File: src/rtl/modulo_controlador_vedacao.sv
// Bottle capping line controller: conveyor/capper sequencing with a cork magazine
// counter that saturates on reload and a wrapping count of capped bottles.
module modulo_controlador_vedacao #(
  parameter int unsigned VEDA_CICLOS = 4,
  parameter int unsigned RECARGA     = 15,
  parameter int unsigned MAX_ROLHAS  = 100
) (
  input  logic       clk,
  input  logic       rst_n,
  input  logic       iniciar,
  input  logic       sensor_garrafa,
  input  logic       recarga,
  output logic       motor_esteira,
  output logic       vedador,
  output logic [6:0] reg_r,
  output logic       aus_rolhas,
  output logic [7:0] garrafas_vedadas
);

  typedef enum logic [2:0] {
    StParado,
    StTransporte,
    StVedando,
    StLibera,
    StSemRolha
  } estado_e;

  localparam logic [3:0] TimerCarga = 4'(VEDA_CICLOS - 1);
  localparam logic [7:0] Recarga8   = 8'(RECARGA);
  localparam logic [7:0] Max8       = 8'(MAX_ROLHAS);

  estado_e    state_q, state_d;
  logic [3:0] timer_q, timer_d;
  logic       decrementa;
  logic [7:0] soma;
  logic [6:0] rolhas_d;
  logic [7:0] garrafas_d;

  always_comb begin
    state_d       = state_q;
    timer_d       = timer_q;
    decrementa    = 1'b0;
    motor_esteira = 1'b0;
    vedador       = 1'b0;
    case (state_q)
      StParado: begin
        if (iniciar) state_d = StTransporte;
      end
      StTransporte: begin
        motor_esteira = 1'b1;
        if (!iniciar) begin
          state_d = StParado;
        end else if (sensor_garrafa && (reg_r != '0)) begin
          state_d = StVedando;
          timer_d = TimerCarga;
        end else if (sensor_garrafa) begin
          state_d = StSemRolha;
        end
      end
      StVedando: begin
        // Inputs deliberately ignored: a started capping always completes.
        vedador = 1'b1;
        if (timer_q == '0) begin
          decrementa = 1'b1;
          state_d    = StLibera;
        end else begin
          timer_d = timer_q - 4'd1;
        end
      end
      StLibera: begin
        motor_esteira = 1'b1;
        if (!sensor_garrafa) state_d = iniciar ? StTransporte : StParado;
      end
      StSemRolha: begin
        if (!iniciar) begin
          state_d = StParado;
        end else if (reg_r != '0) begin
          state_d = StVedando;
          timer_d = TimerCarga;
        end
      end
      default: state_d = StParado;
    endcase
  end

  // 8-bit sum so reload plus a full magazine cannot wrap before saturation.
  always_comb begin
    soma       = {1'b0, reg_r} + (recarga ? Recarga8 : 8'd0) - {7'd0, decrementa};
    rolhas_d   = (soma > Max8) ? Max8[6:0] : soma[6:0];
    garrafas_d = garrafas_vedadas + {7'd0, decrementa};
  end

  assign aus_rolhas = (reg_r == '0);

  always_ff @(posedge clk or negedge rst_n) begin
    if (!rst_n) begin
      state_q          <= StParado;
      timer_q          <= '0;
      reg_r            <= '0;
      garrafas_vedadas <= '0;
    end else begin
      state_q          <= state_d;
      timer_q          <= timer_d;
      reg_r            <= rolhas_d;
      garrafas_vedadas <= garrafas_d;
    end
  end

endmodule

File: config.mk
export PLATFORM = sky130hd
export DESIGN_NAME = modulo_controlador_vedacao
export DESIGN_NICKNAME = d
export VERILOG_FILES = /design/src/rtl/modulo_controlador_vedacao.sv
export SDC_FILE = /design/constraint.sdc
export NUM_CORES = 1
export LEC_CHECK = 0
export BUFFER_PORTS_ARGS = -buffer_cell sky130_fd_sc_hd__buf_2
export CAP_MARGIN = 10
export CELL_PAD_IN_SITES_DETAIL_PLACEMENT = 2
export CELL_PAD_IN_SITES_GLOBAL_PLACEMENT = 2
export CORE_MARGIN = 1.5
export CORE_UTILIZATION = 35
export CTS_BUF_LIST = sky130_fd_sc_hd__clkbuf_16
export DETAILED_ROUTE_END_ITERATION = 6
export PLACE_DENSITY = 0.91
export SLEW_MARGIN = 0
export SYNTH_ARGS = -nofsm -noshare
export SYNTH_HDL_FRONTEND = slang
export SYNTH_SLANG_ARGS = --single-unit
File: constraint.sdc
create_clock -name clk -period 3.77 [get_ports clk]
set_input_delay 0.754 -clock clk [delete_from_list [all_inputs] [get_ports clk]]
set_output_delay 0.754 -clock clk [all_outputs]
set_load 0.01 [all_outputs]
; ---- Word level (Yosys, flattened, before mapping)
; Index checks and enable logic that the tools add are counted.
[totals]
register_bits = 22
in_bits = 5
out_inout_bits = 18
wordCells = 54
[op_classes]
n_addsub = 4
n_lt_le_gt_ge = 1
n_eq_ne = 14
n_mux = 22
n_reduce_logical = 9
[op_table]
columns = operator, n
row1 = $mux 3, 8
row2 = $mux 4, 6
row3 = $ne 2x2->1 const B, 8
row4 = $pmux 3 s5, 1
row5 = $pmux 4 s3, 1
row6 = $add 7x4->8, 1
row7 = $add 8x1->8, 1
row8 = $gt 8x7->1 const B, 1
row9 = $sub 8x1->8, 1
row10 = $logic_not 7->1, 1
row11 = $mux 7, 1
row12 = $reduce_bool 7->1, 1
row13 = $eq 3x2->1 const B, 2
row14 = $reduce_and 6->1, 1
row15 = $mux 1, 5
row16 = $reduce_and 5->1, 1
row17 = $logic_not 4->1, 1
row18 = $ne 4x4->1 const B, 1
row19 = $sub 4x1->4 const B, 1
row20 = $eq 3x1->1 const B, 1
row21 = $eq 3x3->1 const B, 1
row22 = $logic_not 3->1, 1
row23 = $ne 3x3->1 const B, 1
row24 = $reduce_bool 3->1, 1
row25 = 2 further kinds, 2

; ---- Longest topological paths before layout
[logic_depth]
depth_word = 6
mapped_depth = 14
mapped_depth_nobuf = 14

; ---- Least setup slack after synthesis
; Ideal clock, no wire load.
[synth_timing]
path_kind = reg2reg
from = register timer_q[0]
to = register reg_r[2]
setup_time_ps = 131
arrival_time_ps = 3099
required_ps = 3639
slack_ps = 539
stages_incl_launch_ff = 14
path_buffers = 0
period_less_slack_ps = 3231
cell_sequence = dfrtp_1 inv_1 ha_1 or3b_2 or3_1 nand2_1 ha_1 inv_1 fa_1 nor2b_1 o21ai_0 a211oi_1 a311oi_2 or3_1
[synth_between]
elab_chain_cells = 6
[synth_rtl]
columns = item, line
row1 = from (decl), 33  ; logic [3:0] timer_q, timer_d;
row2 = from (signal assigned), 103  ; timer_q <= timer_d;
row3 = $logic_not 4->1 *, 63  ; if (timer_q == '0) begin
row4 = $mux 1 *, 63
row5 = $mux 1 *, 45  ; case (state_q)
row6 = $sub 8x1->8 *, 88  ; soma = {1'b0, reg_r} + (recarga ? Recarga8 : 8'd0) - {7'd0, decrementa};
row7 = $gt 8x7->1, 89  ; rolhas_d = (soma > Max8) ? Max8[6:0] : soma[6:0];
row8 = $mux 7 *, 89
row9 = net rolhas_d[2], 36  ; logic [6:0] rolhas_d;
row10 = to (signal assigned), 104  ; reg_r <= rolhas_d;
row11 = to (decl), 15  ; output logic [6:0] reg_r,
; The timed path passes the listed nets; every way through them passes the cells marked *.
; A chain may end at the register's enable or synchronous reset.

; ---- Worst setup path after layout
; Same ends and word-level chain as after synthesis.

==> impl_metrics.ini <==
[grt]
grt_usage = 0.206
grt_pass1_vias = 1394
grt_pass1_wl_microns = 7020
grt_overflow = 0
grt_max_degree = 23
antenna_found_initial = 0

[power_and_ir_drop]
p_leak_nw = 0.891
peakVddDrop_v = 0.000315
power_mw = 1.63
power_density_nw_per_um2 = 912

[logic_synthesis]
synth_edf_count = 0
synth_adder_area_share = 0.121
synth_top_family_by_area = simple AND/OR/NAND/NOR gates
syn-cell-area_sq_um = 1520
synthesis.nets = 179
synth-xor-area-share = 0.0751
synthCells = 160
synth-compound-area-share = 0.180
synth_top_area_frac = 0.363
muxShareOfSynthArea = 0.00661
ys.flop_type = dfrtp_1
yosysUniqueCellTypes = 44
synth_area_leaders = dfrtp_1 36%, ha_1 11%, inv_1 5.9%
synthArstFlopShare = 1.00
syn_area_per_cell_sq_um = 9.47
synth_top_area_cell = dfrtp_1
synth_seq_area_share = 0.363
yosys.area_share.simple = 0.188
synth-seq-cells = 22
yosysWarnings = 0

[clock_network]
clkLatencyLatePin_ns = 0.26
clk_path_buf_depth = 2
cts-root-buf = clkbuf_16
cts-htree-levels = 1
cts_tree = done
cts_sinks = 22
postCtsHoldBufs = 0
path_clk_slew_ns = 0.06
cts_buffers = 3

[drt]
drtIter0Drc = 41
ant_nets = 0
drcViolationCount = 0
wl_microns = 4470
wl_per_cell_microns = 18.9
viasPerCell = 5.35
vias = 1267
drt_pass1_iterations = 4

[sta]
slew_headroom = 0.641
slew_viol_final = 0
fin_tns_setup_ns = 0
timing.fmax_mhz = 274
worstMarginPinSlew_ns = 0.533
fin_crit_ns = 3.64
finalCritPeriodShare = 0.966
hold_viol = 0
finClkSkew_ns = 0.00391
setup_viol = 0
hold-worst-slack_ns = 0.463

[setup_path]
crit_required_ns = 3.91
r2r_start = timer_q[0]
reg2reg_setup_slack_ns = 0.13
end_kind = flip-flop
crit_fanout = 4
cp-start-kind = flip-flop
worstSetupPathType = reg2reg
r2r_cells = 14
r2r-end = reg_r[2]
worstPathArrival_ns = 3.78

[run_status]
status = completed

[floorplanning]
fp.dieH_microns = 68.8
core_area_sq_um = 4090
die-width_microns = 68.8
die-area_sq_um = 4730
rows = 23
start_util = 0.371
ioPinCount = 23

[placed_design]
hpwl_microns = 3510
gp_congestion = 0.855
port_buffers = 22

[job]
max-cap-violations = 0

[final_layout]
ff_latch_area_sq_um = 551
multi_input_area_sq_um = 872
drive_above_1_share = 0.203
fill_cells = 474
final_nets = 207
syn2layout_area_growth_pct = 17.8
antenna_cells = 0

[hold_path]
hp-class = in2async
-- layout make-up --
cell class,count,share of cell area
Timing Repair Buffer,24,0.0701
Tap cell,50,0.0351
Clock buffer,3,0.0421
Clock inverter,1,0.00210
Multi-Input combinational cell,112,0.489
Sequential cell,22,0.309
Inverter,25,0.0533
-- worst max-delay path, cell delays in order (launching register included) --
cell and delay, ns:
dfrtp_1 0.41, inv_1 0.08, ha_1 0.21, or3b_2 0.51, or3_1 0.39, nand2_1 0.11
ha_1 0.17, inv_1 0.07, fa_1 0.42, nor2b_2 0.16, buf_4 0.14, o22a_1 0.15
xnor2_1 0.18, a311oi_2 0.18, or3_1 0.34
-- power breakdown --
| part | switching [mW] | internal [mW] |
|---|---|---|
| Clock | 0.0888 | 0.142 |
| Combinational | 0.581 | 0.411 |
| Sequential | 0.0893 | 0.315 |
| Total | 0.759 | 0.869 |
-- flip-flops by register name, indices dropped and copies added, names as in the netlist --
| name | cells |
|---|---|
| state_q | 3 |
| garrafas_vedadas | 8 |
| reg_r | 7 |
| timer_q | 4 |
-- synth_stat cells (all sizes together), types with 3 or more instances --
cell type / n
nand2: 11
or3: 3
a21oi: 4
o21ai: 6
nand2b: 3
o31ai: 4
xor2: 3
nor3: 5
ha: 13
inv: 24
xnor2: 10
nor2: 10
dfrtp: 22
a211o: 3
nand3: 5
a211oi: 3
nor3b: 4
-- how the worst max path moves through the flow --
stage / start / end / cells past startpoint
6_report: timer_q[0] / reg_r[2] / 14
4_1_cts: timer_q[0] / reg_r[2] / 13
3_5_place_dp: timer_q[0] / reg_r[2] / 13
2_1_floorplan: timer_q[0] / reg_r[2] / 13
5_1_grt: timer_q[0] / reg_r[2] / 14
3_3_place_gp: timer_q[0] / reg_r[2] / 13
-- metrics by stage --
step	instance area (sq um)	util	std cells	setup WS (ns)
global route	1780	0.437	237	-0.0221
finish	1780	0.437	237	0.126
floorplan	1520	-	160	0.539
CTS	1770	0.434	236	0.0931
global placement	1690	0.414	232	0.394
detailed placement	1690	0.414	232	0.0172
-- layer usage --
layer | up-vias | global-route usage | wire length (microns)
li1 | 608 | - | -
met1 | 632 | 0.233 | 1770
met2 | 22 | 0.395 | 2510
met3 | 5 | 0.0227 | 124
met4 | 0 | 0.0735 | 68
met5 | - | 0 | 0
-- cell usage in the layout, fill, tap and decap left out, drive strengths merged, types with 2 or more instances in the layout --
cell | synthesis | layout
clkinv | 1 | 2
a21o | 2 | 2
o21ai | 6 | 6
nand3 | 5 | 5
nor3 | 5 | 5
nor3b | 4 | 4
or2 | 2 | 2
a211oi | 3 | 3
buf | 1 | 24
nand2 | 11 | 11
dfrtp | 22 | 22
a32oi | 2 | 2
o31ai | 4 | 4
clkbuf | 0 | 3
inv | 24 | 24
xor2 | 3 | 3
or3b | 2 | 2
or3 | 3 | 3
nor2b | 2 | 2
nor2 | 10 | 10
a21oi | 4 | 4
ha | 13 | 13
nand2b | 3 | 3
a211o | 3 | 3
xnor2 | 10 | 10
-- cell families after synthesis --
kind of cell | Yosys count
simple gates | 52
compound gates | 32
buf+inv | 26
flops | 22
fa+ha+maj | 14
xor+xnor | 13
mux | 1
-- repair_timing --
| action | CTS | global route |
|---|---|---|
| buffers inserted | 0 | 1 |
| resized for setup | 1 | 1 |
| pin swaps | 0 | 1 |
| setup endpoints to repair | 1 | 1 |
Note: power is estimated with default switching activity, not from simulation.
